**config.mk**
```make
export PLATFORM = sky130hd
export DESIGN_NAME = mux_2to1
export DESIGN_NICKNAME = d
export VERILOG_FILES = /design/src/rtl/mux_2to1.sv
export SDC_FILE = /design/constraint.sdc
export NUM_CORES = 1
export LEC_CHECK = 0
export CELL_PAD_IN_SITES_DETAIL_PLACEMENT = 0
export CELL_PAD_IN_SITES_GLOBAL_PLACEMENT = 1
export CORE_ASPECT_RATIO = 0.6
export CORE_MARGIN = 4
export CORE_UTILIZATION = 26
export CTS_CLUSTER_DIAMETER = 80
export DETAILED_ROUTE_END_ITERATION = 12
export PLACE_DENSITY = 0.9
export SETUP_SLACK_MARGIN = 0.3
export SLEW_MARGIN = 20
export SYNTH_ARGS = -nofsm -noshare
export SYNTH_HDL_FRONTEND = slang
export SYNTH_SLANG_ARGS = --single-unit
export TNS_END_PERCENT = 10
```
**constraint.sdc**
```tcl
create_clock -name clk -period 1.8 [get_ports clk]
set_input_delay 0.18 -clock clk [delete_from_list [all_inputs] [get_ports clk]]
set_output_delay 0.18 -clock clk [all_outputs]
set_load 0.02 [all_outputs]
```
**src/rtl/mux_2to1.sv**
```systemverilog
// Two-input WIDTH-bit word multiplexer with a combinational output and a registered, valid-qualified copy.
// Optional even-parity output on the registered word is enabled by defining MUX_2TO1_PARITY_EN.
module mux_2to1 #(
   parameter int WIDTH = 32
) (
   input  logic             clk,
   input  logic             rst,
   input  logic             selector,
   input  logic [WIDTH-1:0] in0,
   input  logic [WIDTH-1:0] in1,
   input  logic             in_valid,
   output logic [WIDTH-1:0] out,
   output logic [WIDTH-1:0] out_q,
`ifdef MUX_2TO1_PARITY_EN
   output logic             out_valid,
   output logic             out_parity
`else
   output logic             out_valid
`endif
);

   logic [WIDTH-1:0] w_sel_word;
   logic [WIDTH-1:0] r_out_q;
   logic             r_out_valid;

   // Bitwise select keeps the word strictly lane-aligned: no extension or reordering.
   genvar gi;
   generate
      for (gi = 0; gi < WIDTH; gi++) begin : g_bit_mux
         assign w_sel_word[gi] = selector ? in1[gi] : in0[gi];
      end
   endgenerate

   assign out = w_sel_word;

   always_ff @(posedge clk) begin
      if (rst) begin
         r_out_q     <= '0;
         r_out_valid <= 1'b0;
      end else begin
         r_out_valid <= in_valid;
         if (in_valid) begin
            r_out_q <= w_sel_word;
         end
      end
   end

   assign out_q     = r_out_q;
   assign out_valid = r_out_valid;

`ifdef MUX_2TO1_PARITY_EN
   logic w_sel_parity;
   logic r_out_parity;

   // XOR of the captured word makes {out_q, out_parity} even parity.
   assign w_sel_parity = ^w_sel_word;

   always_ff @(posedge clk) begin
      if (rst) begin
         r_out_parity <= 1'b0;
      end else if (in_valid) begin
         r_out_parity <= w_sel_parity;
      end
   end

   assign out_parity = r_out_parity;
`endif

endmodule

```
======== Word-level counts from Yosys, hierarchy flattened ========
Cells that the tools add are included.
word-level totals
  output and inout bits ................... 65
  input port bits ......................... 68
  flip-flop bits (word level) ............. 33
  word-level logic and storage cells ...... 34
cells by class
  multiplexer cells ....................... 32
operator list
  kind               count
  two-way mux 1 bit  32

======== Longest topological paths before layout ========
Gate-level depths: netlist (run 1).
  word-level depth ........................ 1
  gate-level depth with buffers ........... 4
  depth with buffers taken out ............ 2

======== Least setup slack after synthesis (run 1) ========
OpenSTA, ideal clock, no wires.
  path kind ............................... in2reg
  start ................................... input selector
  end ..................................... register r_out_q[11] (netlist: out_q[11])
  stages .................................. 4
  path slack .............................. 0.734 ns
  data required time ...................... 1.685 ns
  arrival ................................. 0.951 ns
  cell sequence ........................... buf_6 -> buf_6 -> mux2_4 -> o21a_1
on the way
  longest elaborated chain between the ends .. 1
RTL lines
  what                  line  text
  start, declared       8     input logic selector,
  two-way mux 1 bit     30    assign w_sel_word[gi] = selector ? in1[gi] : in0[gi];
  named net out[11]     12    output logic [WIDTH-1:0] out,
  end signal, assigned  43    r_out_q <= w_sel_word;
  end, declared         23    logic [WIDTH-1:0] r_out_q;
The timed path passes the listed nets, and every way through them passes these cells.
A chain may end at the register's enable or synchronous reset.

======== Final worst setup path (run 1) ========
  start ................................... input in0[3]
  end ..................................... output out[3]
on the way
  longest elaborated chain between the ends .. 1
RTL lines
  what               line  text
  start, declared    9     input logic [WIDTH-1:0] in0,
  two-way mux 1 bit  30
  end, declared      12
No other way between the ends.

==> reports/metrics.cfg, run 1 <==
[status]
status=finished clean

[floorplanning]
fp-row-count=23
design.core.area_mm2=0.00668
die-area_mm2=0.00834
start_util_pct=26.9
die_h_um=72.3
ios=133
die_x_um=115

[global_routing]
overflow=0
grt_pass1_vias=1772
grt_use_total_pct=12.8
grt_pass1_wl_um=8410
grt_max_degree=34
antenna_found_initial=0

[final_layout]
n_antenna_cell=0
drive_gt1_share_pct=28.3
fin_nets=345
final_cell_mix=126 x clkdlybuf4s50_1, 33 x dfxtp_1, 32 x o21ba_2, 32 x o21a_1, 30 x mux2_4
areaGrowthSynthToFinish_pct=85.9
layout_commonest_cell=clkdlybuf4s50_1

[setup_path]
critical_path_required_ns=1.62
cpMostUsedCell=clkdlybuf4s50_1
r2r_cells=2
setup.worst_path.class=in -> out
rr_startpoint=out_q[4]
critical-path-max-stage-delay_ns=0.54
reg2reg_slack_ns=1.09
crit_path_end=out[3]
cp_slowest_cell=clkdlybuf4s50_1
critPathMaxFanout=2
crit_path_end_kind=output pin
arrival_ns=1.41
crit_chain=clkdlybuf4s50_1 -> mux2_4 -> clkdlybuf4s50_1
cp-start-kind=input pin
critPathLaunch=in0[3]
r2r-end=out_q[4]

[cts]
cts_root_buffer=clkbuf_16
cts_sinks=33
post_cts_buffers=0
numCtsBuffers=5
hold_buffers=0
path_clk_slew_ns=0.05
clock_path_buffers=2
ctsResizeCount=3
cts_tree=done
htree_levels=2
clock_latency_ns=0.27

[timing]
worst_hold_slack_ns=0.528
fin_crit_ns=1.59
setup_tns_ns=0
tightest_slew_ns=0.365
fin_ws_ns=0.211
slew-limit-headroom_pct=75.7
min_period_over_period_pct=88.3
fmax_mhz=629
final_max_slew_viol_count=0
finalHoldViolCount=0
rsz0062_at_grt=true
fin_skew_ns=0
finalSetupViolCount=0

[logic_synthesis]
syn_area_per_cell_um2=12.4
yosysTopAreaCell=dfxtp_1
ys_seq_elements=33
ys_warn_count=0
syn_area_mm2=0.00179
yosysTopAreaCellShare_pct=36.8
synthDistinctLibCells=12
yosysSeqAreaShare_pct=36.8
synthTopCellsByArea=dfxtp_1 37%, mux2_4 25%, o21ba_2 18%
synth_nets=213
synth_cells=145

[place]
gp_congestion=0.668
dp_hpwl_um=4280
place_ws_ns=0.183
portBuffers=132

[pwr]
p_leak_uw=0.00134
ir_drop_v=0.000311
powerDensity_mw_per_mm2=711
power_uw=2370

[routing]
routed_via_density=4.48
wirelength_um=5480
drt_iter0_markers=30
first_pass_iters=3
routedWlPerCell_um=15.1
vias=1628
final_antenna_net_count=0
drcViolationCount=0

[hold_path]
hp-class=in -> reg

[run]
cap_violations=0

==> metal layers <==
layer | routed length, um | share of wire, % | vias up | GRT usage [%]
li1 | - | - | 784 | -
met1 | 2220 | 41 | 761 | 13.9
met2 | 2580 | 47 | 76 | 22.6
met3 | 616 | 11 | 7 | 6.00
met4 | 57 | 1.0 | 0 | 3.39
met5 | 0 | 0 | - | 0
==> power breakdown <==
| part | internal (uW) | total (uW) | switching [uW] |
|---|---|---|---|
| Combinational | 477 | 794 | 317 |
| Clock | 492 | 765 | 273 |
| Sequential | 787 | 813 | 26.5 |
==> sequential cells by signal (all words and copies together), names as in the netlist <==
signal	flops
out_q	32
out_valid	1
==> how the worst min path moves through the flow <==
stage	start	end	slack (ns)	cells past startpoint
6_report	selector	out_q[21]	0.53	4
5_1_grt	selector	out_q[24]	0.55	4
4_1_cts	selector	out_q[25]	0.53	4
3_5_place_dp	out_q[27]	out_q[27]	0.56	2
3_3_place_gp	out_q[9]	out_q[9]	0.55	2
2_1_floorplan	rst	out_valid	0.42	2
==> layout make-up <==
cell class | instances | area (um^2)
sequential | 33 | 661
clock buffer | 5 | 125
clock inverter | 1 | 5.00
multi-input combinational | 97 | 1040
tap | 87 | 109
timing repair buffer | 139 | 1400
inverter | 1 | 3.75
fill | 612 | 3340
==> synthesized netlist by cell type <==
cell type  instances
buf_1              1
nor2_1             1
o21a_1            32
dfxtp_1           33
o21ba_2           32
buf_2              5
clkbuf_1           4
inv_1              1
buf_6              3
mux2_2             2
buf_8              1
mux2_4            30
==> cell families (layout without fill, tap and decap cells) <==
kind of cell | Yosys count | in the layout | synth area share, %
flops | 33 | 33 | 36.8
compound gates | 64 | 64 | 31.2
mux | 32 | 32 | 26.4
simple gates | 1 | 1 | 0.209
buf+inv | 15 | 146 | 5.37
==> metrics by stage <==
step | utilization [%] | instance area, um^2 | cells
after floorplan | - | 1790 | 145
after detailed placement | 48.0 | 3200 | 357
after CTS | 49.9 | 3330 | 363
after global placement | 48.0 | 3200 | 357
after global routing | 50.0 | 3340 | 363
final | 50.0 | 3340 | 363
==> worst max-delay path: cells and delay by family <==
| kind | cells | cell delay, ns |
|---|---|---|
| multiplexers | 1 | 0.28 |
| buffers and inverters | 2 | 0.95 |
Note: power is estimated with default switching activity, not from simulation.
==> run 2: changes to the inputs <==
PLACE_DENSITY = 0.92   (was 0.9)
==> run 2 against run 1 <==
Flip-flop and latch count unchanged. Register-to-register slack about the same. Sequential share of layout area down 0.052 points. Die area stayed put. Via count fell by 1.1%. Cell count is 0.55% higher. Worst hold slack lost 0.015 ns. Utilization increased by 0.13 points. Maximum frequency shrank 0.49%. Critical endpoint is now out[4]. Highest routed layer unchanged.
==> reports/metrics.cfg, run 2 (same netlist as run 1, synthesis figures left out) <==
[routing]
final_antenna_net_count=0
drcViolationCount=0
routedWlPerCell_um=14.7
wirelength_um=5370
vias=1610
first_pass_iters=4
drt_iter0_markers=43
routed_via_density=4.41

[global_routing]
antenna_found_initial=0
grt_use_total_pct=12.4
grt_pass1_vias=1696
grt_pass1_wl_um=8200
overflow=0
grt_max_degree=34

[cts]
htree_levels=2
clock_latency_ns=0.27
cts_tree=done
hold_buffers=0
clock_path_buffers=2
cts_root_buffer=clkbuf_16
path_clk_slew_ns=0.05
cts_sinks=33
numCtsBuffers=5

[place]
placed_area_mm2=0.00320
dp_hpwl_um=4320
place_ws_ns=0.185
portBuffers=132
gp_congestion=0.661

[setup_path]
critical_path_required_ns=1.62
cp-start-kind=input pin
crit_path_end_kind=output pin
critPathMaxFanout=2
r2r_cells=2
arrival_ns=1.42
setup.worst_path.class=in -> out

[floorplanning]
fp-row-count=23
die-area_mm2=0.00834
die_x_um=115
die_h_um=72.3
start_util_pct=26.9
ios=133
design.core.area_mm2=0.00668

[timing]
finalHoldViolCount=0
final_max_slew_viol_count=0
setup_tns_ns=0
fin_ws_ns=0.203
min_period_over_period_pct=88.7
slew-limit-headroom_pct=81.8
fmax_mhz=626
rsz0062_at_grt=true
tightest_slew_ns=0.272
finalSetupViolCount=0
fin_crit_ns=1.60
fin_skew_ns=0

[final_layout]
final_cell_mix=126 x clkdlybuf4s50_1, 33 x dfxtp_1, 32 x o21ba_2, 32 x o21a_1, 30 x mux2_4
fillers=641
drive_gt1_share_pct=28.4
fin_nets=345
n_antenna_cell=0
areaGrowthSynthToFinish_pct=86.4
fin_area_mm2=0.00334
largest_register_ffs=32
layout_commonest_cell=clkdlybuf4s50_1

[hold_path]
hp-class=in -> reg
holdPathStages=4

[pwr]
ir_drop_v=0.000334
power_uw=2390
p_leak_uw=0.00135
powerDensity_mw_per_mm2=716

[run]
cap_violations=0

[status]
status=finished clean

-- run 2: final timing paths --
path / start / to / slack, ns
min reg2reg: out_q[18] / out_q[18] / 0.56
max reg2reg: out_q[31] / out_q[31] / 1.09
max: in0[4] / out[4] / 0.20
min: selector / out_q[4] / 0.51
-- run 2: final cells by class --
type	count	area [um^2]	area share [%]
inverter	1	3.75	0.112
multi-input combinational	97	1040	31.0
tap	87	109	3.25
clock buffer	6	129	3.85
timing repair buffer	139	1400	41.7
sequential	33	661	19.8
clock inverter	2	10.0	0.299
-- run 2: power by group --
part | internal, uW | switching (uW)
Sequential | 786 | 25.3
Clock | 507 | 284
Combinational | 477 | 315
-- run 2: critical path: stages --
cell	delay, ns
clkdlybuf4s50_1	0.42
mux2_4	0.28
clkdlybuf4s50_1	0.54
-- run 2: per-layer routing --
layer	share of wire (%)	wire, um	GRT usage, %	vias up
met5	0	0	0	-
met4	0.37	20	2.73	0
met3	12	648	6.42	2
met2	44	2390	20.0	76
met1	43	2320	14.8	748
li1	-	-	-	784
-- run 2: timing repair --
action                                  CTS  global route
buffers inserted                          0             0
endpoints found under the setup margin   32            29
gates resized for setup                   3             2
pin swaps                                 0             0
-- run 2: stage by stage --
stage          std cells  util (%)  hold WS [ns]
2_1_floorplan        145         -         0.424
3_3_place_gp         357      48.0         0.546
3_5_place_dp         357      48.0         0.554
4_1_cts              365      50.0         0.511
5_1_grt              365      50.1         0.526
6_report             365      50.1         0.513
==> run 3: changes to the inputs <==
CTS_CLUSTER_SIZE = 16   (was unset)
GPL_ROUTABILITY_DRIVEN = 1   (was unset)
==> results of run 3 <==
No change in the layout: final DEF, timing and power equal those of run 2.
